File: src/rtl/arf086b128e1r1w0cbbehsaa4acw_sync_filter_bank_if.sv
// Signal bundle for the sync/filter bank. All signals are level-type; there is
// no valid/ready handshake. The master drives the async inputs and filt_en.
interface arf086b128e1r1w0cbbehsaa4acw_sync_filter_bank_if #(
    parameter int WIDTH = 8
);
    logic [WIDTH-1:0] d_async;
    logic             filt_en;
    logic [WIDTH-1:0] o_sync;
    logic [WIDTH-1:0] o_filt;
    logic [WIDTH-1:0] rise_pulse;
    logic [WIDTH-1:0] fall_pulse;
    logic             chg_any;

    modport master (
        output d_async,
        output filt_en,
        input  o_sync,
        input  o_filt,
        input  rise_pulse,
        input  fall_pulse,
        input  chg_any
    );

    modport slave (
        input  d_async,
        input  filt_en,
        output o_sync,
        output o_filt,
        output rise_pulse,
        output fall_pulse,
        output chg_any
    );
endinterface

File: src/rtl/arf086b128e1r1w0cbbehsaa4acw_sync_filter_bank.sv
// Multi-channel synchronizer bank: STAGES-deep sync chain per bit, a per-channel
// stability filter with runtime bypass, and registered rise/fall pulses.
module arf086b128e1r1w0cbbehsaa4acw_sync_filter_bank #(
    parameter int               WIDTH    = 8,
    parameter int               STAGES   = 2,
    parameter int               FILT_CNT = 3,
    parameter logic [WIDTH-1:0] RST_VAL  = '0
) (
    input logic clk,
    input logic rstb,
    arf086b128e1r1w0cbbehsaa4acw_sync_filter_bank_if.slave bus
);

    localparam int CNT_W = ($clog2(FILT_CNT + 1) > 1) ? $clog2(FILT_CNT + 1) : 1;
    localparam bit FILT_ON = (FILT_CNT > 1);
    localparam logic [CNT_W-1:0] CNT_LAST = CNT_W'((FILT_CNT > 1) ? FILT_CNT - 1 : 0);

    generate
        if (WIDTH < 1 || WIDTH > 64) begin : g_bad_width
            $error("WIDTH must be in 1..64");
        end
        if (STAGES < 2 || STAGES > 4) begin : g_bad_stages
            $error("STAGES must be in 2..4");
        end
        if (FILT_CNT < 0 || FILT_CNT > 255) begin : g_bad_filt
            $error("FILT_CNT must be in 0..255");
        end
    endgenerate

    logic [WIDTH-1:0] sync_q [STAGES];
    logic [WIDTH-1:0] sync_out;
    logic [WIDTH-1:0] filt_q;
    logic [WIDTH-1:0] filt_d;
    logic [WIDTH-1:0] rise_q;
    logic [WIDTH-1:0] fall_q;
    logic [CNT_W-1:0] cnt_q [WIDTH];
    logic [CNT_W-1:0] cnt_d [WIDTH];

    // Plain flop chain; only the last stage is ever observed downstream.
    always_ff @(posedge clk or negedge rstb) begin
        if (!rstb) begin
            for (int s = 0; s < STAGES; s++) begin
                sync_q[s] <= RST_VAL;
            end
        end else begin
            sync_q[0] <= bus.d_async;
            for (int s = 1; s < STAGES; s++) begin
                sync_q[s] <= sync_q[s-1];
            end
        end
    end

    assign sync_out = sync_q[STAGES-1];

    always_comb begin
        filt_d = filt_q;
        cnt_d  = cnt_q;
        for (int i = 0; i < WIDTH; i++) begin
            if (!bus.filt_en || !FILT_ON) begin
                filt_d[i] = sync_out[i];
                cnt_d[i]  = '0;
            end else if (sync_out[i] == filt_q[i]) begin
                cnt_d[i] = '0;
            end else if (cnt_q[i] == CNT_LAST) begin
                filt_d[i] = sync_out[i];
                cnt_d[i]  = '0;
            end else begin
                cnt_d[i] = cnt_q[i] + 1'b1;
            end
        end
    end

    // Pulses are computed from the next filtered value so they line up with
    // the first cycle o_filt shows the new level.
    always_ff @(posedge clk or negedge rstb) begin
        if (!rstb) begin
            filt_q <= RST_VAL;
            rise_q <= '0;
            fall_q <= '0;
            for (int i = 0; i < WIDTH; i++) begin
                cnt_q[i] <= '0;
            end
        end else begin
            filt_q <= filt_d;
            rise_q <= filt_d & ~filt_q;
            fall_q <= ~filt_d & filt_q;
            cnt_q  <= cnt_d;
        end
    end

    assign bus.o_sync     = sync_out;
    assign bus.o_filt     = filt_q;
    assign bus.rise_pulse = rise_q;
    assign bus.fall_pulse = fall_q;
    assign bus.chg_any    = |(rise_q | fall_q);

    a_no_double_pulse: assert property (@(posedge clk) disable iff (!rstb)
        (rise_q & fall_q) == '0);

    generate
        for (genvar g = 0; g < WIDTH; g++) begin : g_cnt_bound
            a_cnt_bound: assert property (@(posedge clk) disable iff (!rstb)
                cnt_q[g] <= CNT_LAST);
        end
    endgenerate

endmodule

File: src/flat_wrapper.sv
// flat-port wrapper written by rule: the top's interface ports become plain ports
module arf086b128e1r1w0cbbehsaa4acw_sync_filter_bank_flat 
#(
    parameter int               WIDTH    = 8,
    parameter int               STAGES   = 2,
    parameter int               FILT_CNT = 3,
    parameter logic [WIDTH-1:0] RST_VAL  = '0
)
  (clk, rstb, bus_d_async, bus_filt_en, bus_o_sync, bus_o_filt, bus_rise_pulse, bus_fall_pulse, bus_chg_any);
  arf086b128e1r1w0cbbehsaa4acw_sync_filter_bank_if #(.WIDTH(WIDTH)) bus_i ();
  input logic clk;
  input logic rstb;
  input wire logic [$bits(bus_i.d_async)-1:0] bus_d_async;
  input wire logic [$bits(bus_i.filt_en)-1:0] bus_filt_en;
  output wire logic [$bits(bus_i.o_sync)-1:0] bus_o_sync;
  output wire logic [$bits(bus_i.o_filt)-1:0] bus_o_filt;
  output wire logic [$bits(bus_i.rise_pulse)-1:0] bus_rise_pulse;
  output wire logic [$bits(bus_i.fall_pulse)-1:0] bus_fall_pulse;
  output wire logic [$bits(bus_i.chg_any)-1:0] bus_chg_any;
  assign bus_i.d_async = bus_d_async;
  assign bus_i.filt_en = bus_filt_en;
  assign bus_o_sync = bus_i.o_sync;
  assign bus_o_filt = bus_i.o_filt;
  assign bus_rise_pulse = bus_i.rise_pulse;
  assign bus_fall_pulse = bus_i.fall_pulse;
  assign bus_chg_any = bus_i.chg_any;
  arf086b128e1r1w0cbbehsaa4acw_sync_filter_bank #(.WIDTH(WIDTH), .STAGES(STAGES), .FILT_CNT(FILT_CNT), .RST_VAL(RST_VAL)) u_core (.clk(clk), .rstb(rstb), .bus(bus_i));
endmodule
File: config.mk
export PLATFORM = sky130hd
export DESIGN_NAME = arf086b128e1r1w0cbbehsaa4acw_sync_filter_bank_flat
export DESIGN_NICKNAME = d
export VERILOG_FILES = /design/src/rtl/arf086b128e1r1w0cbbehsaa4acw_sync_filter_bank_if.sv /design/src/rtl/arf086b128e1r1w0cbbehsaa4acw_sync_filter_bank.sv /design/src/flat_wrapper.sv
export SDC_FILE = /design/constraint.sdc
export NUM_CORES = 1
export LEC_CHECK = 0
export CORE_MARGIN = 3
export CORE_UTILIZATION = 44
export CTS_CLUSTER_DIAMETER = 60
export DETAILED_ROUTE_END_ITERATION = 6
export PLACE_DENSITY_LB_ADDON = 0.2
export SLEW_MARGIN = 25
export SYNTH_ARGS = -nofsm -noshare
export SYNTH_HDL_FRONTEND = slang
export SYNTH_SLANG_ARGS = --single-unit
export TNS_END_PERCENT = 5
File: constraint.sdc
create_clock -name clk -period 1.2 [get_ports clk]
set_clock_uncertainty 0.2 [all_clocks]
set_input_delay 0.18 -clock clk [delete_from_list [all_inputs] [get_ports clk]]
set_output_delay 0.18 -clock clk [all_outputs]
set_load 0.005 [all_outputs]
==> results.json, run 1 <==
{
  "end_kind": "output pin",
  "leakagePower_nw": 1.30,
  "synth-simple-area-share_pct": 12.7,
  "muxShareOfSynthArea_pct": 4.55,
  "synth_area_sq_mm": 0.00198,
  "grt-ovfl-total": 0,
  "cap_violations": 0,
  "drive_above_1_share_pct": 38.2,
  "groute.usage.overall_pct": 16.2,
  "final_cell_area_sq_mm": 0.00285,
  "syn_to_final_growth_pct": 43.7,
  "die_y_microns": 73.1,
  "synth_compound_area_share_pct": 2.59,
  "num_io_pins": 44,
  "top_layer": "met4",
  "grt_max_degree": 57,
  "wl_met2_microns": 2100,
  "tightest_slew_ns": 0.275,
  "grt_pass1_wl_microns": 6350,
  "drv_slew": 0,
  "dr.pass1.iters": 4,
  "ir_drop_mv": 1.11,
  "worstHoldPathCells": 1,
  "synthesis.nets": 147,
  "via_per_inst": 4.88,
  "cp.depth": 3,
  "clk_pin_slew_ns": 0.10,
  "status": "complete, but fails checks",
  "syn_inst": 136,
  "clock-root-buffer": "clkbuf_8",
  "critPathMaxFanout": 2,
  "wl_met3_microns": 199,
  "worst_hold_path_type": "in -> reg",
  "n_antenna_cell": 0,
  "setup_violations": 43,
  "fmax_mhz": 573,
  "grt_setup_unrepaired": "true",
  "critPathSlowestCell": "dfrtp_1",
  "relSlewSlack_pct": 81.5,
  "crit_chain": "nor4_2, nand4_1, buf_2",
  "cp_num_buf_inv": 1,
  "ys_seq_elements": 56,
  "worst_path_largest_cell_delay_ns": 0.42,
  "worstPathArrival_ns": 1.37,
  "ant_nets": 0,
  "final_cell_mix": "56 x dfrtp_1, 32 x buf_4, 19 x clkdlybuf4s15_1",
  "p_total_mw": 3.83,
  "cp_top_family": "simple AND/OR/NAND/NOR gates",
  "layout_setup_ws_ns": -0.547,
  "yosys_warnings": 0,
  "tritoncts": "yes",
  "placementRows": 23,
  "dpl_cell_area_sq_mm": 0.00271,
  "dp_hpwl_microns": 2820,
  "met1Wirelength_microns": 1630,
  "required_ns": 0.82,
  "clkLatencyLatePin_ns": 0.32,
  "final_cells": 267,
  "vias": 1304,
  "ys_seq_area_share_pct": 70.8,
  "synthTopCellsByArea": "dfrtp_1 71%, nor4_1 6.3%, nor3b_1 6.1%, mux2_2 4.5%, xnor2_1 3.5%",
  "violations": "setup timing",
  "synth_top_area_cell": "dfrtp_1",
  "period_needed_ns": 1.75,
  "final-hold-violation-count": 0,
  "synthAdderAreaFrac_pct": 0,
  "dp.cells": 258,
  "core_sq_mm": 0.00417,
  "period_share_pct": 146,
  "clockBufferDepth": 2,
  "grt_pass1_vias": 1375,
  "cts_buffers": 5,
  "antenna_found_initial": 0,
  "start_util_pct": 47.5,
  "wire_per_inst_microns": 15.1,
  "worstSetupPathType": "reg -> out",
  "num-nets-final": 227,
  "numPortBuffers": 43,
  "routed_wl_microns": 4030,
  "yosysTopAreaCellShare_pct": 70.8,
  "drc": 0,
  "synth_top_family_by_area": "simple AND/OR/NAND/NOR gates",
  "die-area_sq_mm": 0.00534,
  "avgSynthCellArea_sq_um": 14.6,
  "cp-start-kind": "flop",
  "synth.distinct_cells": 12,
  "drt_iter0_drc": 63,
  "die_w_microns": 73.1,
  "ff2ff_path_depth": 3,
  "cts_sinks": 56,
  "final_common_cell": "dfrtp_1",
  "htreeDepth": 2,
  "synth_xor_area_share_pct": 3.54,
  "p_per_area_mw_per_mm2": 1350,
  "gp_congestion": 0.755
}
-- cell families (layout without fill, tap and decap cells) --
group,Yosys count,count (layout)
flip-flops,56,56
AND/OR/NAND/NOR,37,37
buffers and inverters,19,100
AO/OA/AOI/OAI,8,8
XOR/XNOR,8,8
multiplexers,8,8
-- per-layer routing --
layer,track usage (%),vias up
li1,-,629
met1,18.3,635
met2,27.5,31
met3,6.06,9
met4,6.35,0
met5,0,-
-- path summary, 6_finish.rpt --
kind	from	end	slack [ns]
hold / removal	bus_d_async[0]	u_core.sync_q[8]$_DFF_PN0_	0.09
min in group asynchronous	rstb	u_core.bus.rise_pulse[7]$_DFF_PN0_	0.18
setup reg to reg	u_core.cnt_q[14]$_DFF_PN0_	u_core.bus.o_filt[0]$_DFF_PN0_	-0.09
hold reg to reg	u_core.sync_q[9]$_DFF_PN0_	u_core.bus.o_sync[1]$_DFF_PN0_	0.16
setup / recovery	u_core.bus.fall_pulse[0]$_DFF_PN0_	bus_chg_any	-0.55
max in group asynchronous	rstb	u_core.bus.rise_pulse[5]$_DFF_PN0_	0.39
-- synthesized netlist by cell type, drive strengths merged --
cell type / n
a21oi: 8
buf: 10
dfrtp: 56
inv: 9
mux2: 8
nand4: 1
nor3b: 16
nor4: 20
xnor2: 8
-- where the power goes --
| part | internal, mW | switching, mW | leakage, nW | total (mW) |
|---|---|---|---|---|
| sequential | 2.03 | 0.0965 | 0.710 | 2.12 |
| clock | 0.420 | 0.634 | 0.0485 | 1.05 |
| combinational | 0.385 | 0.274 | 0.542 | 0.658 |
-- stage by stage --
stage,setup WS (ns),setup TNS (ns),hold slack (ns),utilization (%)
finish,-0.547,-4.04,0.0858,68.2
global route,-0.652,-7.11,0.0635,68.2
CTS,-0.548,-4.58,0.0759,67.6
detailed placement,-0.567,-17.22,-0.0000722,64.9
global placement,-0.564,-15.81,-0.00623,64.9
floorplan,-0.0108,-0.0640,-0.316,-
-- layout make-up --
type	count	area [sq um]
clock buffer	5	68.8
fill	286	1330
sequential	56	1400
multi-input combinational	61	524
clock inverter	3	22.5
timing repair buffer	83	729
tap	50	62.6
inverter	9	36.3
-- flip-flops by register name, indices dropped and copies added (netlist names) --
signal,flops
u_core.sync_q,8
u_core.cnt_q,16
u_core.bus.o_sync,8
u_core.bus.rise_pulse,8
u_core.bus.o_filt,8
u_core.bus.fall_pulse,8
-- repair_timing --
| item | in CTS | in global routing |
|---|---|---|
| resized for setup | 91 | 9 |
| endpoints found under the setup margin | 65 | 63 |
| setup buffers | 2 | 0 |
| pin swaps | 2 | 0 |
| endpoints found under the hold margin | 56 | 0 |
| hold buffers | 1 | 0 |
Power figures use the tool's default switching activity.
==> inputs of run 2 (changes only) <==
CTS_CLUSTER_DIAMETER = 100   (was 60)
==> results of run 2 <==
The final DEF is identical to that of run 1; final timing and power are the same.
